### src/rtl/ysyx_24110015_ifu_prefetch.sv
// ysyx_24110015_ifu_prefetch: AXI-AR/R instruction prefetcher with in-order tag queue and output FIFO.
// Optional perf counters are enabled by defining YSYX_24110015_IFU_PERF_EN.
module ysyx_24110015_ifu_prefetch #(
    parameter int                ADDR_W     = 32,
    parameter logic [ADDR_W-1:0] RESET_PC   = 32'h8000_0000,
    parameter int                FIFO_DEPTH = 4,
    parameter int                MAX_OUTST  = 2
) (
    input  logic              clk,
    input  logic              rst,
    input  logic              redirect_valid,
    input  logic [ADDR_W-1:0] redirect_pc,
    output logic [ADDR_W-1:0] araddr,
    output logic              arvalid,
    input  logic              arready,
    input  logic [31:0]       rdata,
    input  logic [1:0]        rresp,
    input  logic              rvalid,
    output logic              rready,
    output logic              out_valid,
    input  logic              out_ready,
    output logic [31:0]       out_inst,
    output logic [ADDR_W-1:0] out_pc,
    output logic              out_err
`ifdef YSYX_24110015_IFU_PERF_EN
    ,
    output logic [31:0]       perf_fetch_cnt,
    output logic [31:0]       perf_stall_cnt
`endif
);

    localparam int FW  = $clog2(FIFO_DEPTH);
    localparam int CW  = FW + 1;
    localparam int CW1 = CW + 1;
    localparam int TW  = (MAX_OUTST > 1) ? $clog2(MAX_OUTST) : 1;
    localparam logic [CW-1:0] MAX_C   = CW'(MAX_OUTST);
    localparam logic [CW:0]   DEPTH_C = CW1'(FIFO_DEPTH);

    logic [ADDR_W-1:0] fetch_pc_q, fetch_pc_d, araddr_q, araddr_d, base_pc;
    logic              arvalid_q, arvalid_d;
    logic [CW-1:0]     outst_q, outst_d, discard_q, discard_d;
    logic [CW-1:0]     wp_q, wp_d, rp_q, rp_d;
    logic [TW-1:0]     tag_wp_q, tag_wp_d, tag_rp_q, tag_rp_d;
    logic [CW-1:0]     cnt, cnt_nxt, outst_r;
    logic [CW:0]       credit;
    logic              push, pop, raise;

    logic [31:0]       inst_mem [FIFO_DEPTH];
    logic [ADDR_W-1:0] pc_mem   [FIFO_DEPTH];
    logic              err_mem  [FIFO_DEPTH];
    logic [ADDR_W-1:0] tag_mem  [MAX_OUTST];

    function automatic logic [TW-1:0] tag_inc(input logic [TW-1:0] p);
        return (p == TW'(MAX_OUTST - 1)) ? '0 : p + 1'b1;
    endfunction

    // next state: outst counts raised-but-unanswered requests, so a held AR already owns its credit
    always_comb begin
        cnt        = wp_q - rp_q;
        pop        = out_valid && out_ready;
        push       = rvalid && (discard_q == '0) && !redirect_valid;
        outst_r    = outst_q - CW'(rvalid);
        cnt_nxt    = redirect_valid ? '0 : cnt + CW'(push) - CW'(pop);
        credit     = {1'b0, outst_r} + {1'b0, cnt_nxt};
        raise      = (!arvalid_q || arready) && (outst_r < MAX_C) && (credit < DEPTH_C);
        base_pc    = redirect_valid ? redirect_pc : fetch_pc_q;
        fetch_pc_d = raise ? base_pc + ADDR_W'(4) : base_pc;
        araddr_d   = raise ? base_pc : araddr_q;
        arvalid_d  = raise || (arvalid_q && !arready);
        outst_d    = outst_r + CW'(raise);
        discard_d  = redirect_valid ? outst_r : discard_q - CW'(rvalid && (discard_q != '0));
        wp_d       = wp_q + CW'(push);
        rp_d       = redirect_valid ? wp_q : rp_q + CW'(pop);
        tag_wp_d   = raise ? tag_inc(tag_wp_q) : tag_wp_q;
        tag_rp_d   = rvalid ? tag_inc(tag_rp_q) : tag_rp_q;
    end

    // control state registers
    always_ff @(posedge clk or negedge rst) begin
        if (!rst) begin
            fetch_pc_q <= RESET_PC;
            araddr_q   <= '0;
            arvalid_q  <= 1'b0;
            outst_q    <= '0;
            discard_q  <= '0;
            wp_q       <= '0;
            rp_q       <= '0;
            tag_wp_q   <= '0;
            tag_rp_q   <= '0;
        end else begin
            fetch_pc_q <= fetch_pc_d;
            araddr_q   <= araddr_d;
            arvalid_q  <= arvalid_d;
            outst_q    <= outst_d;
            discard_q  <= discard_d;
            wp_q       <= wp_d;
            rp_q       <= rp_d;
            tag_wp_q   <= tag_wp_d;
            tag_rp_q   <= tag_rp_d;
        end
    end

    // buffer storage: tag PC captured when the request is raised, beat captured on arrival
    always_ff @(posedge clk) begin
        if (push) begin
            inst_mem[wp_q[FW-1:0]] <= rdata;
            pc_mem[wp_q[FW-1:0]]   <= tag_mem[tag_rp_q];
            err_mem[wp_q[FW-1:0]]  <= rresp != 2'b00;
        end
        if (raise) tag_mem[tag_wp_q] <= base_pc;
    end

    assign araddr    = araddr_q;
    assign arvalid   = arvalid_q;
    assign rready    = 1'b1;
    assign out_valid = wp_q != rp_q;
    assign out_inst  = out_valid ? inst_mem[rp_q[FW-1:0]] : '0;
    assign out_pc    = out_valid ? pc_mem[rp_q[FW-1:0]] : '0;
    assign out_err   = out_valid && err_mem[rp_q[FW-1:0]];

`ifdef YSYX_24110015_IFU_PERF_EN
    logic [31:0] perf_fetch_q, perf_fetch_d, perf_stall_q, perf_stall_d;

    // delivered-instruction and starved-consumer counters, both free-running
    always_comb begin
        perf_fetch_d = perf_fetch_q + 32'(out_valid && out_ready);
        perf_stall_d = perf_stall_q + 32'(out_ready && !out_valid);
    end

    // perf counter registers
    always_ff @(posedge clk or negedge rst) begin
        if (!rst) begin
            perf_fetch_q <= '0;
            perf_stall_q <= '0;
        end else begin
            perf_fetch_q <= perf_fetch_d;
            perf_stall_q <= perf_stall_d;
        end
    end

    assign perf_fetch_cnt = perf_fetch_q;
    assign perf_stall_cnt = perf_stall_q;
`endif

endmodule

### config.mk
export PLATFORM = sky130hd
export DESIGN_NAME = ysyx_24110015_ifu_prefetch
export DESIGN_NICKNAME = d
export VERILOG_FILES = /design/src/rtl/ysyx_24110015_ifu_prefetch.sv
export SDC_FILE = /design/constraint.sdc
export NUM_CORES = 1
export LEC_CHECK = 0
export BUFFER_PORTS_ARGS = -buffer_cell sky130_fd_sc_hd__buf_2
export CAP_MARGIN = 20
export CORE_MARGIN = 4
export CORE_UTILIZATION = 59
export CTS_CLUSTER_DIAMETER = 40
export DETAILED_ROUTE_END_ITERATION = 6
export PLACE_DENSITY_LB_ADDON = 0.1
export SYNTH_ARGS = -nofsm -noshare
export SYNTH_HDL_FRONTEND = slang
export SYNTH_SLANG_ARGS = --single-unit
### constraint.sdc
create_clock -name clk -period 8.05 [get_ports clk]
set_clock_uncertainty 0.05 [all_clocks]
set_input_delay 1.61 -clock clk [delete_from_list [all_inputs] [get_ports clk]]
set_output_delay 1.61 -clock clk [all_outputs]
set_load 0.005 [all_outputs]
; Yosys cells after proc, flatten, opt, wreduce, memory -nomap -nowiden
; Memory sizes are Yosys's and may differ from the RTL's.
; Index checks and enable logic that the tools add are counted.
[op_classes]
muxes = 13
add_sub_neg = 12
n_lt_le_gt_ge = 2
eq_ne = 1
reduce_logical = 16
[ops]
columns = op, n
row1 = 32-bit two-way mux, 4
row2 = "32-bit by 3-bit adder with 32-bit output, second input constant", 1
row3 = 3-bit by 1-bit adder with 3-bit output, 4
row4 = 3-bit two-way mux, 3
row5 = 3-bit by 1-bit subtractor with 3-bit output, 3
row6 = 1-bit logical AND, 8
row7 = 1-bit two-way mux, 6
row8 = 3-bit by 3-bit adder with 4-bit output, 1
row9 = "4-bit by 3-bit < comparator with 1-bit output, second input constant", 1
row10 = 1-bit logical NOT, 3
row11 = 3-bit logical NOT, 1
row12 = "3-bit by 2-bit < comparator with 1-bit output, second input constant", 1
row13 = 3-bit != test, 1
row14 = 3-bit nonzero test, 1
row15 = 3-bit subtractor, 1
row16 = "1-bit adder, second input constant", 2
row17 = 1-bit logical OR, 2
row18 = 2-bit nonzero test, 1
[totals]
mem_count = 4
wordCells = 57
ram_bits = 324
out_inout_bits = 100
register_bits = 79
inputBits = 72
[memory_table]
columns = name, words, word_bits, read_ports, rd_ports_with_merged_regs, write_ports, line
row1 = inst_mem, 4, 32, 1, 0, 1, 48  ; logic [31:0] inst_mem [FIFO_DEPTH];
row2 = pc_mem, 4, 32, 1, 0, 1, 49  ; logic [ADDR_W-1:0] pc_mem [FIFO_DEPTH];
row3 = tag_mem, 2, 32, 1, 0, 1, 51  ; logic [ADDR_W-1:0] tag_mem [MAX_OUTST];
row4 = err_mem, 4, 1, 1, 0, 1, 50  ; logic err_mem [FIFO_DEPTH];

; Depth between registers and ports, before layout
[depth]
ltp_word = 11
depth_mapped = 20

; Least setup slack after synthesis
; Ideal clock, no wire load.
[synth_path]
kind = input-to-reg
from = input redirect_valid
to = memory err_mem[0], enable pin
required_ns = 7.418
setup_ns = 0.582
stages = 4
path_slack_ns = 0.511
arrival_time_ns = 6.907
path_buffers = 2
cell_sequence = buf_6 and3b_1 clkbuf_1 nor3b_1
[synth_via]
elab_chain_cells = 4
[synth_rtl]
columns = item, line
row1 = start: declaration, 11  ; input logic redirect_valid,
row2 = 1-bit logical NOT, 61  ; push = rvalid && (discard_q == '0) && !redirect_valid;
row3 = 1-bit logical AND, 61
row4 = 1-bit two-way mux, 105  ; if (push) begin
row5 = 1-bit two-way mux (not written as such), 108  ; err_mem[wp_q[FW-1:0]] <= rresp != 2'b00;
row6 = end: declaration, 50
; Every way passes these cells.

; Worst setup path after layout
[layout_path]
from = register rp_q[0]
to = memory tag_mem[1][25], enable pin
[layout_via]
elab_chain_cells = 9
[layout_rtl]
columns = item, line
row1 = start: declaration, 42  ; logic [CW-1:0] wp_q, wp_d, rp_q, rp_d;
row2 = start signal: assignment, 97  ; rp_q <= rp_d;
row3 = 3-bit subtractor / 3-bit != test (equally long branches), "59, 116"
row4 = 3-bit by 1-bit adder with 3-bit output / 1-bit logical AND (equally long branches), "63, 60"
row5 = 3-bit by 1-bit subtractor with 3-bit output (*), 63  ; cnt_nxt = redirect_valid ? '0 : cnt + CW'(push) - CW'(pop);
row6 = 3-bit two-way mux (*), 63
row7 = 3-bit by 3-bit adder with 4-bit output (*), 64  ; credit = {1'b0, outst_r} + {1'b0, cnt_nxt};
row8 = 4-bit by 3-bit < comparator with 1-bit output (*), 65  ; raise = (!arvalid_q || arready) && (outst_r < MAX_C) && (credit < DEPTH_C);
row9 = 1-bit logical AND (*), 65
row10 = 1-bit two-way mux (*), 110  ; if (raise) tag_mem[tag_wp_q] <= base_pc;
row11 = 1-bit two-way mux (not written as such) (*), 110
row12 = end: declaration, 51
; Every way passes the cells marked *; elsewhere a longest branch is shown, timed or not.

==> results summary <==
The run finished with clean final reports. The half-perimeter wire length after detailed placement came out at 18.6 mm. Clock tree synthesis selected as its root buffer the cell clkbuf_16. Setup slack closes at 2.43 ns. The type of the worst setup path is reg -> reg. The signed area change from the synthesized netlist to the final layout is 17.1%. The synthesized design contains 403 register bits. In this run the critical register-to-register path is launched from rp_q[0]. Along the worst path, the maximum fanout reaches 54. The core region area is 27000 µm². The die span in y is 174 µm. The cell depth of the worst hold path is 2.

Of the total power, the share spent switching nets is 30.3%. The combined area of all synthesized cells is 16300 µm². STA classifies the critical path startpoint as a flip-flop. After synthesis, the cell types taking the most area are edfxtp_1 (60%), dfrtp_1 (12%), mux4_2 (9.0%), mux2_2 (3.3%), nor2b_1 (2.7%). The number of global-route vias before repair is 8967. The final weighted congestion in routability-driven placement came out at 0.809.

The clock network fraction of design power came out at 30.5%. Counting every instance in the synthesized netlist gives 913. In this run the power spent charging and discharging nets is 2.11 mW. The slack of the worst reg-to-reg path came out at 2.43 ns. The clock input transition at the sequential cells of the worst setup and hold paths came out at 0.06 ns. The worst hold path terminates at araddr[0]. The smallest clock period supported by the final layout is computed as 5.62 ns. The overall die area came out at 30300 µm². Global routing consumed, over all layers together, 21.3% of the routing resources. The net count reported at finish came out at 1191. The CTS buffer count came out at 48. Wires add up to 31.7 mm. Summing the sequential cell areas from Yosys gives 71.9% of the chip area.

The count of nets left with antenna violations once routing finished came out at 0. In the final routed layout, each cell accounts on average for 21.4 µm. The fmax is 0.178 GHz. The start point of the worst hold path is araddr[0]. The first routing iteration left 535 violations. The worst setup path is captured at a flip-flop.

The overall overflow remaining after global route is 0. The net count after synthesis is 1003. Adding up every negative setup slack in the final design gives 0 ns. The final number of hold-violating endpoints came out at 0. The relative slew slack is 29.0%. The total number of yosys warnings is 0. The part of the cycle the worst path needs came out at 69.8%. The worst-case clock buffer depth is 3. At the pin with the least slew margin, the transition time is 1.06 ns. The H-tree level count is 2. The boundary pin count came out at 172. The unique cell type count in the Yosys netlist is 56. The count of pins over their slew limit is 0. The total of hold buffers inserted after clock tree synthesis is 0. The initialized floorplan defines 60 standard-cell rows.

The count of vias placed by the detailed router is 8409. The minimum setup slack after placement is 2.06 ns. The fraction of registers with async set or reset after synthesis came out at 19.6%. The worst-case IR drop observed on VDD is 285 µV. In the synthesized netlist the dominant register cell turns out to be edfxtp_1.

The number of resized instances in the post-cts repair step is 0. The TritonCTS sink count came out at 403. The worst path required time came out at 8.18 ns. The data arrival at the endpoint of the critical path came out at 5.76 ns. The detailed-route DRC error count came out at 0. Setup violations remaining at the end of the flow were counted as 0. The pin count of the biggest net entering global routing is 67. The endpoint identified for the worst register-to-register timing path is tag_mem[1][25].

The initial antenna violation count came out at 0. The detail-routed via count per cell came out at 5.68. In this run the biggest area consumer among cell types represents 59.8% of the synthesized area.

The width of the die is 174 µm. The number of search-and-repair iterations in the first detailed-routing pass came out at 4. The internal power component is 4.84 mW.

The synthesized design contains 324 enable-type register cells. The mean post-synth cell area is 17.8 µm². The worst-case reg-to-reg path depth came out at 17.

The first global-routing pass estimated 50.4 mm of wire. The power per standard cell area is 364 nW/µm². The proportion of layout cells with a drive suffix above 1 came out at 35.0%. The static leakage is 7.17 nW. The biggest area consumer among synthesized cells is edfxtp_1.

The number of buffers inserted by post-CTS setup repair is 0. TritonCTS built the clock tree. The number of I/O port buffers came out at 170.

The latest clock arrival within the worst-skew pair came out at 0.54 ns. The tool flagged a number of max-cap violations equal to 0. The sequential share of power came out at 40.3%. Setup repair after global routing left no endpoint under its margin. The combinational group share of total power is 29.2%. The worst hold path belongs to the class reg -> reg. The effective utilization at floorplan is 60.2%.
-- worst max-delay path, stage by stage (launching register included) --
cell     delay (ns)
dfrtp_4        0.91
xor2_1         0.25
nor3_2         0.08
inv_1          0.07
nand2_1        0.11
fa_1           0.40
fa_1           0.45
ha_1           0.22
xnor2_1        0.17
xnor2_1        0.14
nor2_1         0.06
ha_1           0.30
nor4b_2        0.31
nand4_2        0.12
buf_4          0.31
inv_2          0.49
and2_1         0.38
buf_4          0.42
-- Yosys cell counts (all sizes together), types with 5 or more instances --
| library cell | count |
|---|---|
| mux2 | 49 |
| nand3b | 5 |
| mux4 | 65 |
| buf | 21 |
| and2 | 5 |
| nor2 | 9 |
| mux2i | 16 |
| a21oi | 5 |
| xnor2 | 28 |
| nand3 | 13 |
| dfrtp | 78 |
| clkbuf | 23 |
| nor3 | 6 |
| nand4 | 9 |
| o21ai | 18 |
| inv | 28 |
| edfxtp | 324 |
| nor2b | 70 |
| xor2 | 13 |
| ha | 16 |
| nand2 | 80 |
-- kinds of logic after synthesis --
logic type,after synthesis,synth area share [%]
muxes,130,13.4
xor gates and xnor gates,41,2.25
DFF,403,71.9
other,1,0.0230
AOI/OAI and AO/OA,32,1.39
and+or+nand+nor,216,7.56
buffers and inverters,72,1.97
adders and majority gates,18,1.48
-- per-layer routing --
layer / global-route usage [%] / vias to the layer above / wire (µm)
met5: 0 / - / 0
met4: 4.88 / 0 / 592
li1: - / 3825 / -
met1: 30.8 / 4302 / 13600
met3: 3.78 / 45 / 1770
met2: 34.6 / 237 / 15700
-- state kept, by name (all words and copies together) (netlist names) --
register and cells:
outst_q 3, pc_mem 128, wp_q 3, inst_mem 128, tag_wp_q 1, err_mem 4
tag_rp_q 1, rp_q 3, fetch_pc_q 32, discard_q 3, tag_mem 64, arvalid 1
araddr 32
-- worst max-delay path by stage --
stage                     slack, ns           start  depth (start not counted)        endpoint
after global placement         2.10       out_ready                         15  tag_mem[1][25]
after floorplan                0.51  redirect_valid                          4      err_mem[0]
final                          2.43         rp_q[0]                         17  tag_mem[1][25]
after CTS                      2.33         rp_q[0]                         17  tag_mem[1][25]
after detailed placement       2.06       out_ready                         15  tag_mem[1][25]
after global routing           2.02         rp_q[0]                         17  tag_mem[1][22]
-- stage by stage --
stage               total power, mW  instance area [µm²]  utilization (%)  hold WS [ns]  instances
finish                         6.95                19100             70.5         0.424       1481
global placement               4.88                17500             64.7         0.411       1392
CTS                            7.06                19100             70.5         0.427       1480
floorplan                      4.11                16300                -         0.410        913
detailed placement             4.92                17500             64.7         0.407       1392
global route                   7.35                19100             70.5         0.447       1480
-- placed cells by master (no fill, tap or decap), types with 7 or more instances in the layout --
| cell | netlist | final |
|---|---|---|
| buf_2 | 13 | 169 |
| buf_4 | 3 | 13 |
| clkbuf_1 | 23 | 10 |
| clkbuf_16 | 0 | 49 |
| dfrtp_1 | 78 | 76 |
| edfxtp_1 | 324 | 324 |
| ha_1 | 16 | 16 |
| inv_1 | 26 | 26 |
| mux2_2 | 48 | 48 |
| mux2i_1 | 15 | 15 |
| mux4_2 | 65 | 65 |
| nand2_1 | 80 | 80 |
| nand3_1 | 12 | 12 |
| nand4_1 | 7 | 7 |
| nor2b_1 | 70 | 70 |
| o21ai_0 | 18 | 18 |
| xnor2_1 | 27 | 27 |
| xor2_1 | 13 | 13 |
-- area by class of cell --
cell class	count	area, µm²
Sequential cell	403	11700
Clock inverter	27	295
Clock buffer	61	1290
Fill cell	1749	7960
Timing Repair Buffer	182	943
Antenna cell	1	2.50
Inverter	28	105
Multi-Input combinational cell	438	4290
Tap cell	341	427
-- power by group through the flow --
stage,registers (mW),clock network (mW),logic (mW)
2_1_floorplan,2.77,0,1.34
5_1_grt,2.84,2.26,2.25
6_report,2.80,2.12,2.03
4_1_cts,2.81,2.16,2.08
3_3_place_gp,2.84,0,2.04
3_5_place_dp,2.85,0,2.07
Note: power is estimated with default switching activity, not from simulation.
